$ cat src/rtl/p6_pkg.sv
// Shared encodings for the p6 branch unit: branch types, condition codes and FSM states.
package p6_pkg;

    typedef enum logic [1:0] {
        BR_COND = 2'b00,
        BR_L    = 2'b01,
        BR_X    = 2'b10,
        BR_LX   = 2'b11
    } br_type_e;

    typedef enum logic [2:0] {
        C_AL = 3'b000,
        C_EQ = 3'b001,
        C_NE = 3'b010,
        C_LT = 3'b011,
        C_LE = 3'b100
    } cond_e;

    typedef enum logic [1:0] {
        S_IDLE   = 2'b00,
        S_EVAL   = 2'b01,
        S_UPDATE = 2'b10
    } state_e;

    // Branch types that write the link register
    function automatic logic is_link(input logic [1:0] br_type);
        return (br_type == BR_L) || (br_type == BR_LX);
    endfunction

endpackage

$ cat src/rtl/p6_cond_eval.sv
// Combinational condition evaluator: maps a Bcond code and the N/V/Z status to a taken decision.
module p6_cond_eval
    import p6_pkg::*;
(
    input  logic [2:0] cond,
    input  logic       n,
    input  logic       v,
    input  logic       z,
    output logic       taken
);

    logic taken_s;

    // Condition decode; reserved codes are never taken
    always_comb begin
        taken_s = 1'b0;
        case (cond)
            C_AL:    taken_s = 1'b1;
            C_EQ:    taken_s = z;
            C_NE:    taken_s = ~z;
            C_LT:    taken_s = n ^ v;
            C_LE:    taken_s = (n ^ v) | z;
            default: taken_s = 1'b0;
        endcase
    end

    assign taken = taken_s;

endmodule

$ cat src/rtl/p6_branch_unit.sv
// PC and status-register stage behind the p6 ALU: sequential fetch, conditional and
// register/link branches through an IDLE -> EVAL -> UPDATE handshake.
module p6_branch_unit
    import p6_pkg::*;
#(
    parameter int              PC_W     = 9,
    parameter logic [PC_W-1:0] RESET_PC = {PC_W{1'b0}}
) (
    input  logic            clk,
    input  logic            reset,
    input  logic            N_in,
    input  logic            V_in,
    input  logic            Z_in,
    input  logic            load_s,
    input  logic            pc_inc,
    input  logic            br_valid,
    output logic            br_ready,
    input  logic [1:0]      br_type,
    input  logic [2:0]      cond,
    input  logic [15:0]     sximm8,
    input  logic [15:0]     rd_val,
    output logic [PC_W-1:0] pc,
    output logic            N,
    output logic            V,
    output logic            Z,
    output logic            taken,
    output logic            link_we,
    output logic [15:0]     link_data,
    output logic            br_done
);

    localparam logic [PC_W-1:0] PC_ONE = {{(PC_W-1){1'b0}}, 1'b1};

    state_e          state_r, state_nxt_s;
    logic [1:0]      type_r, type_nxt_s;
    logic [2:0]      cond_r, cond_nxt_s;
    logic [15:0]     imm_r, imm_nxt_s;
    logic [15:0]     rd_r, rd_nxt_s;
    logic [PC_W-1:0] pc_r, pc_nxt_s, pc_plus1_s;
    logic            n_r, v_r, z_r;
    logic            ready_r, ready_nxt_s;
    logic            taken_r, taken_nxt_s;
    logic            done_r, done_nxt_s;
    logic            link_we_r, link_we_nxt_s;
    logic [15:0]     link_data_r, link_data_nxt_s;
    logic            cond_taken_s;

    p6_cond_eval u_cond_eval (
        .cond  (cond_r),
        .n     (n_r),
        .v     (v_r),
        .z     (z_r),
        .taken (cond_taken_s)
    );

    assign pc_plus1_s = pc_r + PC_ONE;

    // Next-state, PC and output-register computation
    always_comb begin
        state_nxt_s     = state_r;
        type_nxt_s      = type_r;
        cond_nxt_s      = cond_r;
        imm_nxt_s       = imm_r;
        rd_nxt_s        = rd_r;
        pc_nxt_s        = pc_r;
        taken_nxt_s     = taken_r;
        done_nxt_s      = 1'b0;
        link_we_nxt_s   = 1'b0;
        link_data_nxt_s = link_data_r;
        case (state_r)
            S_IDLE: begin
                // An accepted branch takes priority over sequential fetch
                if (br_valid) begin
                    type_nxt_s  = br_type;
                    cond_nxt_s  = cond;
                    imm_nxt_s   = sximm8;
                    rd_nxt_s    = rd_val;
                    state_nxt_s = S_EVAL;
                end else if (pc_inc) begin
                    pc_nxt_s = pc_plus1_s;
                end else begin
                    pc_nxt_s = pc_r;
                end
            end
            S_EVAL: begin
                taken_nxt_s   = (type_r == BR_COND) ? cond_taken_s : 1'b1;
                done_nxt_s    = 1'b1;
                link_we_nxt_s = is_link(type_r);
                if (is_link(type_r)) begin
                    link_data_nxt_s = 16'(pc_plus1_s);
                end else begin
                    link_data_nxt_s = link_data_r;
                end
                state_nxt_s = S_UPDATE;
            end
            S_UPDATE: begin
                taken_nxt_s = 1'b0;
                state_nxt_s = S_IDLE;
                case (type_r)
                    BR_COND: pc_nxt_s = taken_r ? (pc_plus1_s + imm_r[PC_W-1:0]) : pc_plus1_s;
                    BR_L:    pc_nxt_s = pc_plus1_s + imm_r[PC_W-1:0];
                    BR_X:    pc_nxt_s = rd_r[PC_W-1:0];
                    BR_LX:   pc_nxt_s = rd_r[PC_W-1:0];
                    default: pc_nxt_s = pc_plus1_s;
                endcase
            end
            default: state_nxt_s = S_IDLE;
        endcase
        ready_nxt_s = (state_nxt_s == S_IDLE);
    end

    // State, PC, status and output registers
    always_ff @(posedge clk or posedge reset) begin
        if (reset) begin
            state_r     <= S_IDLE;
            type_r      <= 2'b00;
            cond_r      <= 3'b000;
            imm_r       <= 16'h0000;
            rd_r        <= 16'h0000;
            pc_r        <= RESET_PC;
            n_r         <= 1'b0;
            v_r         <= 1'b0;
            z_r         <= 1'b0;
            ready_r     <= 1'b1;
            taken_r     <= 1'b0;
            done_r      <= 1'b0;
            link_we_r   <= 1'b0;
            link_data_r <= 16'h0000;
        end else begin
            state_r     <= state_nxt_s;
            type_r      <= type_nxt_s;
            cond_r      <= cond_nxt_s;
            imm_r       <= imm_nxt_s;
            rd_r        <= rd_nxt_s;
            pc_r        <= pc_nxt_s;
            ready_r     <= ready_nxt_s;
            taken_r     <= taken_nxt_s;
            done_r      <= done_nxt_s;
            link_we_r   <= link_we_nxt_s;
            link_data_r <= link_data_nxt_s;
            if (load_s) begin
                n_r <= N_in;
                v_r <= V_in;
                z_r <= Z_in;
            end else begin
                n_r <= n_r;
                v_r <= v_r;
                z_r <= z_r;
            end
        end
    end

    assign br_ready  = ready_r;
    assign pc        = pc_r;
    assign N         = n_r;
    assign V         = v_r;
    assign Z         = z_r;
    assign taken     = taken_r;
    assign link_we   = link_we_r;
    assign link_data = link_data_r;
    assign br_done   = done_r;

endmodule

$ cat config.mk
export PLATFORM = sky130hd
export DESIGN_NAME = p6_branch_unit
export DESIGN_NICKNAME = d
export VERILOG_FILES = /design/src/rtl/p6_pkg.sv /design/src/rtl/p6_cond_eval.sv /design/src/rtl/p6_branch_unit.sv
export SDC_FILE = /design/constraint.sdc
export NUM_CORES = 1
export LEC_CHECK = 0
export BUFFER_PORTS_ARGS = -buffer_cell sky130_fd_sc_hd__buf_2
export CAP_MARGIN = 20
export CORE_ASPECT_RATIO = 1.1
export CORE_UTILIZATION = 40
export DETAILED_ROUTE_END_ITERATION = 6
export PLACE_DENSITY_LB_ADDON = 0.3
export SYNTH_ARGS = -nofsm -noshare
export SYNTH_HDL_FRONTEND = slang
export SYNTH_SLANG_ARGS = --single-unit
$ cat constraint.sdc
create_clock -name clk -period 3.15 [get_ports clk]
set_clock_uncertainty 0.15 [all_clocks]
set_input_delay 0.63 -clock clk [delete_from_list [all_inputs] [get_ports clk]]
set_output_delay 0.63 -clock clk [all_outputs]
set_load 0.05 [all_outputs]
==> metrics.md, run 1 <==
| Metric | Value |
|---|---|
| Crit share post-route | around nine tenths |
| Total of max-cap violations | 0 |
| CTS buffer count | 5 |
| Rows | 31 |
| Initial DRT Pass Iterations | 4 |
| Core Box Area | 6555 sq um |
| Relative slew slack | around three fifths |
| Vias/cell | 5.259 |
| Crit path DAT | 2870 ps |
| Reg2reg setup slack | 360 ps |
| Hold_buf cts | 0 |
| Cells after Synth | 257 |
| Final GP Congestion | 0.8271 |
| Routed length per instance | 14.27 um |
| Resized cells post-CTS | 0 |
| Critical Path RT | 3230 ps |
| Clock transition at path regs | 90 ps |
| Worst Hold Class | input pin to async pin |
| CTS tree | yes |
| Ys Warns | 0 |
| PortBufs | 55 |
| Final hold vios | 0 |
| Filler cells | 616 |
| Post-synth top area share | 44.30% |
| Post-Syn Area | ~2700 sq um |
| Layout cells sized above 1 | between 30 and 40% |
| DIE AREA | 7112 sq um |
| Main synth FF type | dfrtp_1 |
| Largest net degree at the start of global routing | 28 |
| Async set-reset flop share out of synthesis | 100.0% |
| HPWL after DPL | 4306 um |
| Initial core utilization | around two fifths |
| Setup_tns | 0 ps |
| FF+latch count, synth | 49 |
| Max Clk Rate | 358.4 MHz |
| Antenna violations before repair | 0 |
| N_diodes | 0 |
| Area Growth Syn to Fin | 16.94% |
| Via count | 2,088 |
| Root Buffer | clkbuf_8 |
| Routed Antenna Nets | 0 |
| Die Y | between 80 and 90 um |
| Clk_lat worst skew | 310 ps |
| # DRC | 0 |
| Status | finished clean |
| Largest cells by area after synthesis | dfrtp_1 44%, mux2_2 11%, ha_1 5.5%, nand2_1 5.0%, xor2_1 2.3% |
| CTS H-tree depth | 2 |
| RSZ-0062 raised after global routing | false |
| Startpoint class of the critical path | flop |
| Top Ports | 77 |
| Final nets | 372 |
| Post-synthesis sequential area ratio | 45.27% |
| Clock Sinks | 49 |
| Vias in the first global route | 1,904 |
| Avg Inst Size Synth | 10.55 sq um |
| First-pass GRT wire length | 9335 um |
| Post-synth EDFFs | 0 |
| CP Class | flop to flop |
| Post CTS Setup Buffer Count | 0 |
| Max-slew violation count | 0 |
| Final setup fails | 0 |
| All-Layer GR Usage | between 10% and 20% |
| Min Tclk post-route | 2790 ps |
| Chip width | approximately 81 um |
| Worst slew pin tran | between 500 and 600 ps |
| Cell variety after synth | 51 |
| Gr ovfl total | 0 |
| Synth area leader | dfrtp_1 |
| Max Fanout on Critical Path | 6 |
| Final wirelength | 5667 um |
| CP endpoint kind | flop |
| Clk buf depth | 2 |
| DRT iter0 DRCs | 147 |
## worst max-delay path, cell delays in order, from the launching register on
cell	delay [ps]
dfrtp_1	480
ha_1	330
nand3_1	120
xor2_1	190
inv_1	80
ha_1	340
a21o_1	200
a221oi_1	320
o21bai_1	150
xor2_1	180
o211ai_1	170
## final timing paths
kind,end,depth (start not counted),start
worst max-delay path,pc[8],10,pc[0]
worst max register to register,pc[8],10,pc[0]
max in group asynchronous,pc[4],3,reset
worst min register to register,link_data[2],2,link_data[2]
min in group clk,link_data[2],2,link_data[2]
worst min-delay path,state_r[0],2,reset
## registers in the layout, indices dropped and copies added, names as in the netlist
register / cells
pc: 9
state_r: 1
imm_r: 9
rd_r: 9
N: 1
link_data: 9
V: 1
Z: 1
taken: 1
br_done: 1
br_ready: 1
type_r: 2
cond_r: 3
link_we: 1
## metrics by stage
stage | util (%) | hold WS [ps] | area, sq um | setup WS [ps] | instances
6_report | 48.37 | 183.5 | 3171 | 359.9 | 397
5_1_grt | 48.37 | 220.8 | 3171 | 85.47 | 397
4_1_cts | 48.37 | 202.7 | 3171 | 339.6 | 397
3_5_place_dp | 46.61 | 312.4 | 3055 | 390.2 | 389
3_3_place_gp | 46.61 | 305.5 | 3055 | 405.9 | 389
2_1_floorplan | - | 329.3 | 2734 | 359.6 | 263
## routing by layer
layer	GRT usage, %	part of all wire (%)	vias to the layer above	wire length [um]
met5	0	0	-	0
met2	27.73	48	56	2721
met1	23.53	45	1008	2525
li1	-	-	1017	-
met4	6.981	1.6	0	92
met3	3.608	5.8	7	328
## Yosys cell counts, types with 2 or more instances
master and n:
ha_1 12, a22o_1 3, a21oi_1 10, a221oi_1 6, dfrtp_1 48, a31oi_1 3, xor2_1 7, nand2_1 36
clkbuf_1 3, o21a_1 5, nor4_1 2, nor2_1 15, a311oi_1 2, or3_4 2, o21ai_0 11, mux2_2 26
inv_1 8, a21o_1 6, buf_4 7, nand4_1 2, nand3_1 6, xnor2_1 4, buf_1 2, o211ai_1 2
buf_2 3
## area by class of cell
type                            instances  area [sq um]  share of cell area (%)
Clock buffer                            5         68.82                   2.170
Inverter                                9         33.78                   1.066
Tap cell                               82         102.6                   3.236
Sequential cell                        49          1227                   38.71
Timing Repair Buffer                   59         305.3                   9.629
Multi-Input combinational cell        190          1386                   43.73
Clock inverter                          3         46.29                   1.460
## cell usage in the layout, fill, tap and decap left out, drive strengths merged, types with 7 or more instances in the layout
cell type | netlist | routed
nor2 | 16 | 16
ha | 12 | 12
conb | 1 | 7
inv | 8 | 8
nand3 | 7 | 7
xor2 | 8 | 8
mux2 | 26 | 26
buf | 12 | 59
dfrtp | 48 | 48
nand2 | 36 | 36
a21oi | 10 | 10
o21ai | 12 | 12
## cell families after synthesis
group	count (synthesis)	synth area share [%]
other cells	1	0.1383
compound gates	56	14.40
flops	49	45.27
mux	26	10.80
simple gates	75	13.71
fa+ha+maj	13	6.276
buf+inv	24	4.430
xor+xnor	13	4.984
Power of run 1 is not shown: default switching activity piles up to over one toggle a cycle in this logic, so the estimate is an artifact.
==> run 2, diff against run 1 <==
--- a/config.mk
+++ b/config.mk
@@ -5,6 +5,7 @@
 export SDC_FILE = /design/constraint.sdc
 export NUM_CORES = 1
 export LEC_CHECK = 0
+export ABC_AREA = 1
 export BUFFER_PORTS_ARGS = -buffer_cell sky130_fd_sc_hd__buf_2
 export CAP_MARGIN = 20
 export CORE_ASPECT_RATIO = 1.1
==> metrics.md, run 2 <==
| Metric | Value |
|---|---|
| Ys Warns | 0 (unchanged) |
| Simple-Gate Fraction of Synth Area | 28.13% (+14 points) |
| Post-Synth XOR/XNOR Area | 2.191% (-2.8 points) |
| Post-layout util | 48.59% (+0.23 points) |
| Adder-Cell Fraction of Synth Area | 6.082% (-0.19 points) |
| Antenna violations before repair | 0 (unchanged) |
| Total of max-cap violations | 0 (unchanged) |
| Slowest cell on crit path | dfrtp_1 |
| All-Layer GR Usage | 18.59% (+1.1 points) |
| Final setup fails | 0 (unchanged) |
| Most common cell after layout, fill and taps aside | nand2_1 |
| Buf/Inv on CP | 2 (+1) |
| FF+latch count, synth | 49 (unchanged) |
| Crit share post-route | 85.96% (-2.6 points) |
| Post-synthesis mux area share | 0.8050% (-10 points) |
| Async set-reset flop share out of synthesis | 100.0% (unchanged) |
| Critical Path RT | 3200 ps (-30 ps) |
| Final nets | 471 (+27%) |
| Max Fanout on Critical Path | 5 (-1) |
| Resized cells post-CTS | 0 (unchanged) |
| Chip width | 81.74 um (+1.5%) |
| Pre-CTS WS | 447.4 ps (+57.14 ps) |
| Worst slew pin tran | 670.7 ps (+78.69 ps) |
| Vias/cell | 4.752 (-9.6%) |
| Relative slew slack | 55.01% (-5.5 points) |
| Synth area leader | dfrtp_1 |
| Rows | 31 (unchanged) |
| Startpoint class of the critical path | flop |
| Final GP Congestion | 0.9255 (+12%) |
| Gr ovfl total | 0 (unchanged) |
| CTS tree | yes |
| DRT iter0 DRCs | 85 (-42%) |
| Main synth FF type | dfrtp_1 |
| Area Growth Syn to Fin | 15.88% |
| Compound-Gate Fraction of Synth Area | 9.213% (-5.2 points) |
| Die Y | 89.72 um (+1.5%) |
| Crit-path most repeated cell | nand2_1 |
| Worst path cell trace | ha_1 > nand2_1 > nor3_2 > xor2_1 > inv_1 > ha_1 > nand2_1 > inv_1 > nand2_1 > o21ai_0 > nand3_1 > nand3_1 > nand2_1 > nand2_1 > nand2_1 |
| Final hold vios | 0 (unchanged) |
| Core Box Area | 6671 sq um (+1.8%) |
| Vias in the first global route | 2,300 (+21%) |
| Routed Antenna Nets | 0 (unchanged) |
| Min Tclk post-route | 2708 ps (-82.32 ps) |
| Worst Setup Slack, final | 442.2 ps (+82.32 ps) |
| Leakage power | between 1.5 and 2 nW |
| Max Clk Rate | 369.3 MHz (+3.0%) |
| Worst Hold Class | input pin to async pin |
| Most frequent cells in the layout | 138 x nand2_1, 55 x buf_2, 48 x dfrtp_1, 38 x inv_1, 17 x o21ai_0 |
| CTS buffer count | 5 (unchanged) |
| Top Ports | 77 (unchanged) |
| Initial core utilization | 41.94% (+0.57 points) |
| Hold_buf cts | 0 (unchanged) |
| Final wirelength | 6240 um (+10%) |
| N_diodes | 0 (unchanged) |
| Filler cells | 699 (+13%) |
| DIE AREA | 7333 sq um (+3.1%) |
| Max IR drop VDD | 0.6391 mV |
| Initial DRT Pass Iterations | 5 (+1) |
| Setup_tns | 0 ps (unchanged) |
| Post-Syn Area | 2798 sq um (+3.2%) |
| Routed length per instance | 12.58 um (-12%) |
| Synth top cells by count | 138 x nand2_1, 48 x dfrtp_1, 39 x inv_1 |
| Clk buf depth | 2 (unchanged) |
| Post-synth top area share | 42.93% (-1.4 points) |
| Via count | 2,357 (+13%) |
| Clock transition at path regs | 80 ps (about the same) |
| Post CTS Setup Buffer Count | 0 (unchanged) |
| First-pass GRT wire length | 10,610 um (+14%) |
| Avg Inst Size Synth | 7.815 sq um (-26%) |
| PortBufs | 55 (unchanged) |
| Clk_lat worst skew | 300 ps (about the same) |
| CTS H-tree depth | 2 (unchanged) |
| Root Buffer | clkbuf_8 |
| Cells after Synth | 358 (+39%) |
| HPWL after DPL | 4726 um (+9.7%) |
| Largest net degree at the start of global routing | 50 (+79%) |
| # DRC | 0 (unchanged) |
| RSZ-0062 raised after global routing | false |
| Most frequent cell after synthesis | nand2_1 |
| Cell area power density | 1292 nW/um^2 |
| Largest family of logic cells by synthesized area | simple AND/OR/NAND/NOR gates |
| CP Class | flop to flop |
| CP delay by family, top | simple AND/OR/NAND/NOR gates |
| Post-synthesis sequential area ratio | 43.87% (-1.4 points) |
| Status | finished clean |
| Crit path DAT | 2750 ps (-120 ps) |
| CP endpoint kind | flop |
| Layout cells sized above 1 | 21.01% (-12 points) |
| CP peak stage delay | 430 ps (-50 ps) |
| Largest cells by area after synthesis | dfrtp_1 43%, nand2_1 19%, ha_1 5.4%, inv_1 5.2%, o21ai_0 3.0% |
| Max-slew violation count | 0 (unchanged) |
| Cell variety after synth | 38 (-25%) |
| Post-synth EDFFs | 0 (unchanged) |
| Clock Sinks | 49 (unchanged) |
-- run 2: path summary, 6_finish.rpt --
kind / from / endpoint / slack, ps / cells after the start
max in group asynchronous: reset / br_ready / 2300 / 3
min reg2reg: link_data[7] / link_data[7] / 330 / 2
max: pc[0] / pc[8] / 440 / 15
min: reset / rd_r[0] / 50 / 2
max reg2reg: pc[0] / pc[8] / 440 / 15
min in group clk: link_data[7] / link_data[7] / 330 / 2
-- run 2: cell type report --
cell class / instances / area (sq um) / area share, %
clock buffers: 6 / 82.58 / 2.547
clock inverters: 2 / 37.54 / 1.158
repair buffers: 57 / 302.8 / 9.340
well taps: 82 / 102.6 / 3.165
flip-flops and latches: 49 / 1227 / 37.86
multi-input cells: 257 / 1325 / 40.87
inverters: 43 / 163.9 / 5.056
-- run 2: layer usage --
layer,up-vias,wire length (um),track usage [%]
met2,57,2889,29.34
li1,1218,-,-
met3,10,264,3.452
met1,1072,2949,25.16
met4,0,136,6.287
met5,-,0,0
-- run 2: per-stage QoR --
stage               cells  instance area [sq um]  total power, W  hold slack [ps]
detailed placement    487                   3102        0.003715            311.0
finish                496                   3242        0.004190            47.57
global route          496                   3242        0.004615            43.51
CTS                   495                   3222        0.004211            334.9
global placement      487                   3102        0.003676            306.6
floorplan             364                   2820        0.003163            299.1
-- run 2: cells by family (layout without fill, tap and decap cells) --
group	Yosys count	after routing
other	1	7
DFF	49	49
muxes	2	2
xor gates and xnor gates	7	7
adders and majority gates	13	13
and+or+nand+nor	185	185
buffers and inverters	58	108
AOI/OAI and AO/OA	43	43
-- run 2: worst register-to-register path: stages, from the launching register on --
cell and delay (ps):
dfrtp_1 430, ha_1 210, nand2_1 120, nor3_2 190, xor2_1 270, inv_1 80, ha_1 360, nand2_1 70
inv_1 80, nand2_1 50, o21ai_0 250, nand3_1 120, nand3_1 90, nand2_1 50, nand2_1 50, nand2_1 40
-- run 2: power by group --
| part | total (W) | internal [W] | switching (W) |
|---|---|---|---|
| logic | 0.00257 | 0.000810 | 0.00176 |
| registers | 0.00115 | 0.000921 | 0.000224 |
| clock network | 0.000471 | 0.000258 | 0.000213 |
Note: power is estimated with default switching activity, not from simulation.
==> run 3, diff against run 2 <==
--- a/config.mk
+++ b/config.mk
@@ -11,6 +11,7 @@
 export CORE_ASPECT_RATIO = 1.1
 export CORE_UTILIZATION = 40
 export DETAILED_ROUTE_END_ITERATION = 6
+export MAX_ROUTING_LAYER = met4
 export PLACE_DENSITY_LB_ADDON = 0.3
 export SYNTH_ARGS = -nofsm -noshare
 export SYNTH_HDL_FRONTEND = slang
==> metrics.md, run 3 (same netlist as run 2, synthesis figures left out) <==
| Metric | Value |
|---|---|
| Status | finished clean |
| Max IR drop VDD | 0.5226 mV (-18%) |
| Initial core utilization | 41.94% (unchanged) |
| Hold_buf cts | 0 (unchanged) |
| Reg2reg start | pc[0] |
| Vias in the first global route | 2,351 (+2.2%) |
| CTS buffer count | 5 (unchanged) |
| Final hold vios | 0 (unchanged) |
| CP Class | flop to flop |
| Final setup fails | 0 (unchanged) |
| Area Growth Syn to Fin | 15.21% |
| PortBufs | 55 (unchanged) |
| Post-Place Cells | 487 (unchanged) |
| Clk buf depth | 2 (unchanged) |
| Core Box Area | 6671 sq um (unchanged) |
| Antenna violations before repair | 0 (unchanged) |
| Crit path DAT | 2720 ps (-30 ps) |
| DRT iter0 DRCs | 97 (+14%) |
| Largest net degree at the start of global routing | 50 (unchanged) |
| Clock transition at path regs | 80 ps (about the same) |
| Worst slew pin tran | 693.9 ps (+23.22 ps) |
| Seq pwr share | 27.8% (+0.5 points) |
| Power share of the clock group | 9.8% (-1.5 points) |
| Worst R2R End | pc[8] |
| CTS tree | yes |
| Most common cell after layout, fill and taps aside | nand2_1 |
| Reg area | 1227 sq um (unchanged) |
| Clock Sinks | 49 (unchanged) |
| GRT met2 Usage | 29.34% (unchanged) |
| HPWL after DPL | 4751 um (+0.54%) |
| N_diodes | 0 (unchanged) |
| Met3 Use GR | 3.655% (+0.20 points) |
| M1 GR Usage | 26.81% (+1.7 points) |
| Min Tclk post-route | 2671 ps (-37.24 ps) |
| Post-DP Area | 3102 sq um (unchanged) |
| Max Fanout on Critical Path | 5 (unchanged) |
| Worst Hold Class | input pin to async pin |
| Top Ports | 77 (unchanged) |
| Routed length per instance | 12.75 um (+1.3%) |
| Chip width | 81.74 um (unchanged) |
| Cells on worst reg2reg path | 15 (unchanged) |
| Cell area power density | 1283 nW/um^2 (-0.69%) |
| CTS H-tree depth | 2 (unchanged) |
| Layout cells sized above 1 | 21.01% (unchanged) |
| # DRC | 0 (unchanged) |
| Final instance area | 3223 sq um (-0.58%) |
| Max-slew violation count | 0 (unchanged) |
| Setup_tns | 0 ps (unchanged) |
| Rows | 31 (unchanged) |
| Filler cells | 719 (+2.9%) |
| Leakage power | 1.781 nW (-0.18%) |
| CP endpoint kind | flop |
| Gate power share | 62.5% (+1.1 points) |
| DIE AREA | 7333 sq um (unchanged) |
| All-Layer GR Usage | 19.64% (+1.0 points) |
| Multi-input gate area | 1325 sq um (unchanged) |
| Critical Path RT | 3200 ps (about the same) |
| Startpoint class of the critical path | flop |
| Gr ovfl total | 0 (unchanged) |
| Sw Pwr | 0.002204 W (+0.20%) |
| Routed Antenna Nets | 0 (unchanged) |
| Reg2reg setup slack | 480 ps (+40 ps) |
| Final non-filler cell total | 496 (unchanged) |
| Int Power | 0.001932 W (-2.9%) |
| Sw Ratio | 53.28% (+0.78 points) |
| Root Buffer | clkbuf_8 |
| Final GP Congestion | 0.9225 (-0.32%) |
| Vias/cell | 4.772 (+0.42%) |
| Crit share post-route | 84.78% (-1.2 points) |
| Via count | 2,367 (+0.42%) |
| Relative slew slack | 53.45% (-1.6 points) |
| First-pass GRT wire length | 10,980 um (+3.5%) |
| Final nets | 471 (unchanged) |
| Die Y | 89.72 um (unchanged) |
| Clk_lat worst skew | 300 ps (about the same) |
| Initial DRT Pass Iterations | 4 (-1) |
| Final wirelength | 6322 um (+1.3%) |
| Busiest layer in global routing | met2 |
| Max Clk Rate | 374.5 MHz (+1.4%) |
| Most frequent cells in the layout | 138 x nand2_1, 55 x buf_2, 48 x dfrtp_1, 38 x inv_1, 17 x o21ai_0 |
| RSZ-0062 raised after global routing | false |
| Total of max-cap violations | 0 (unchanged) |
| Resized cells post-CTS | 0 (unchanged) |
| Post CTS Setup Buffer Count | 0 (unchanged) |
run 3: cell count changes in the layout (fill, tap and decap cells not counted):
cell	delta
clkbuf_8	+1
bufinv_16	-1
clkinvlp_4	-1
clkinv_2	+1
run 3: area by class of cell:
cell class                 count  share of cell area, %
clock buffer                   7                  2.989
timing repair buffer          57                  9.394
tap                           82                  3.183
sequential                    49                  38.08
multi-input combinational    257                  41.11
inverter                      43                  5.085
clock inverter                 1                 0.1553
run 3: through the flow:
step / worst slack (ps) / util, % / hold slack (ps) / power [W]
floorplan: 420.0 / - / 299.1 / 0.003163
global placement: 463.3 / 46.49 / 306.5 / 0.003680
detailed placement: 489.3 / 46.49 / 311.5 / 0.003725
CTS: 462.3 / 48.01 / 335.5 / 0.004154
global route: 147.3 / 48.31 / 247.7 / 0.004554
finish: 479.5 / 48.31 / 216.0 / 0.004137
run 3: how the worst max path moves through the flow:
| stage | startpoint | depth (start not counted) | end | slack, ps |
|---|---|---|---|---|
| final | pc[0] | 15 | pc[8] | 480 |
| after global routing | pc[0] | 15 | pc[8] | 150 |
| after CTS | pc[0] | 15 | pc[8] | 460 |
| after detailed placement | pc[0] | 15 | pc[8] | 490 |
| after global placement | pc[0] | 15 | pc[8] | 460 |
| after floorplan | pc[0] | 15 | pc[8] | 420 |
run 3: critical path: stages, from the launching register on:
cell and delay [ps]:
dfrtp_1 420, ha_1 200, nand2_1 120, nor3_2 190
xor2_1 270, inv_1 70, ha_1 350, nand2_1 60
inv_1 70, nand2_1 50, o21ai_0 240, nand3_1 110
nand3_1 100, nand2_1 50, nand2_1 50, nand2_1 40
run 3: routing by layer:
metal,share of wire [%],wire length [um],vias up
met5,0,0,-
met4,1.5,93,0
met3,4.2,265,6
met2,47,2987,65
met1,47,2975,1085
li1,-,-,1211
run 3: power by group through the flow:
stage	combinational (W)	sequential, W	clock, W
2_1_floorplan	0.00159	0.00157	0
3_3_place_gp	0.00253	0.00115	0
3_5_place_dp	0.00256	0.00116	0
4_1_cts	0.00259	0.00115	0.000419
5_1_grt	0.00292	0.00119	0.000441
6_report	0.00258	0.00115	0.000403
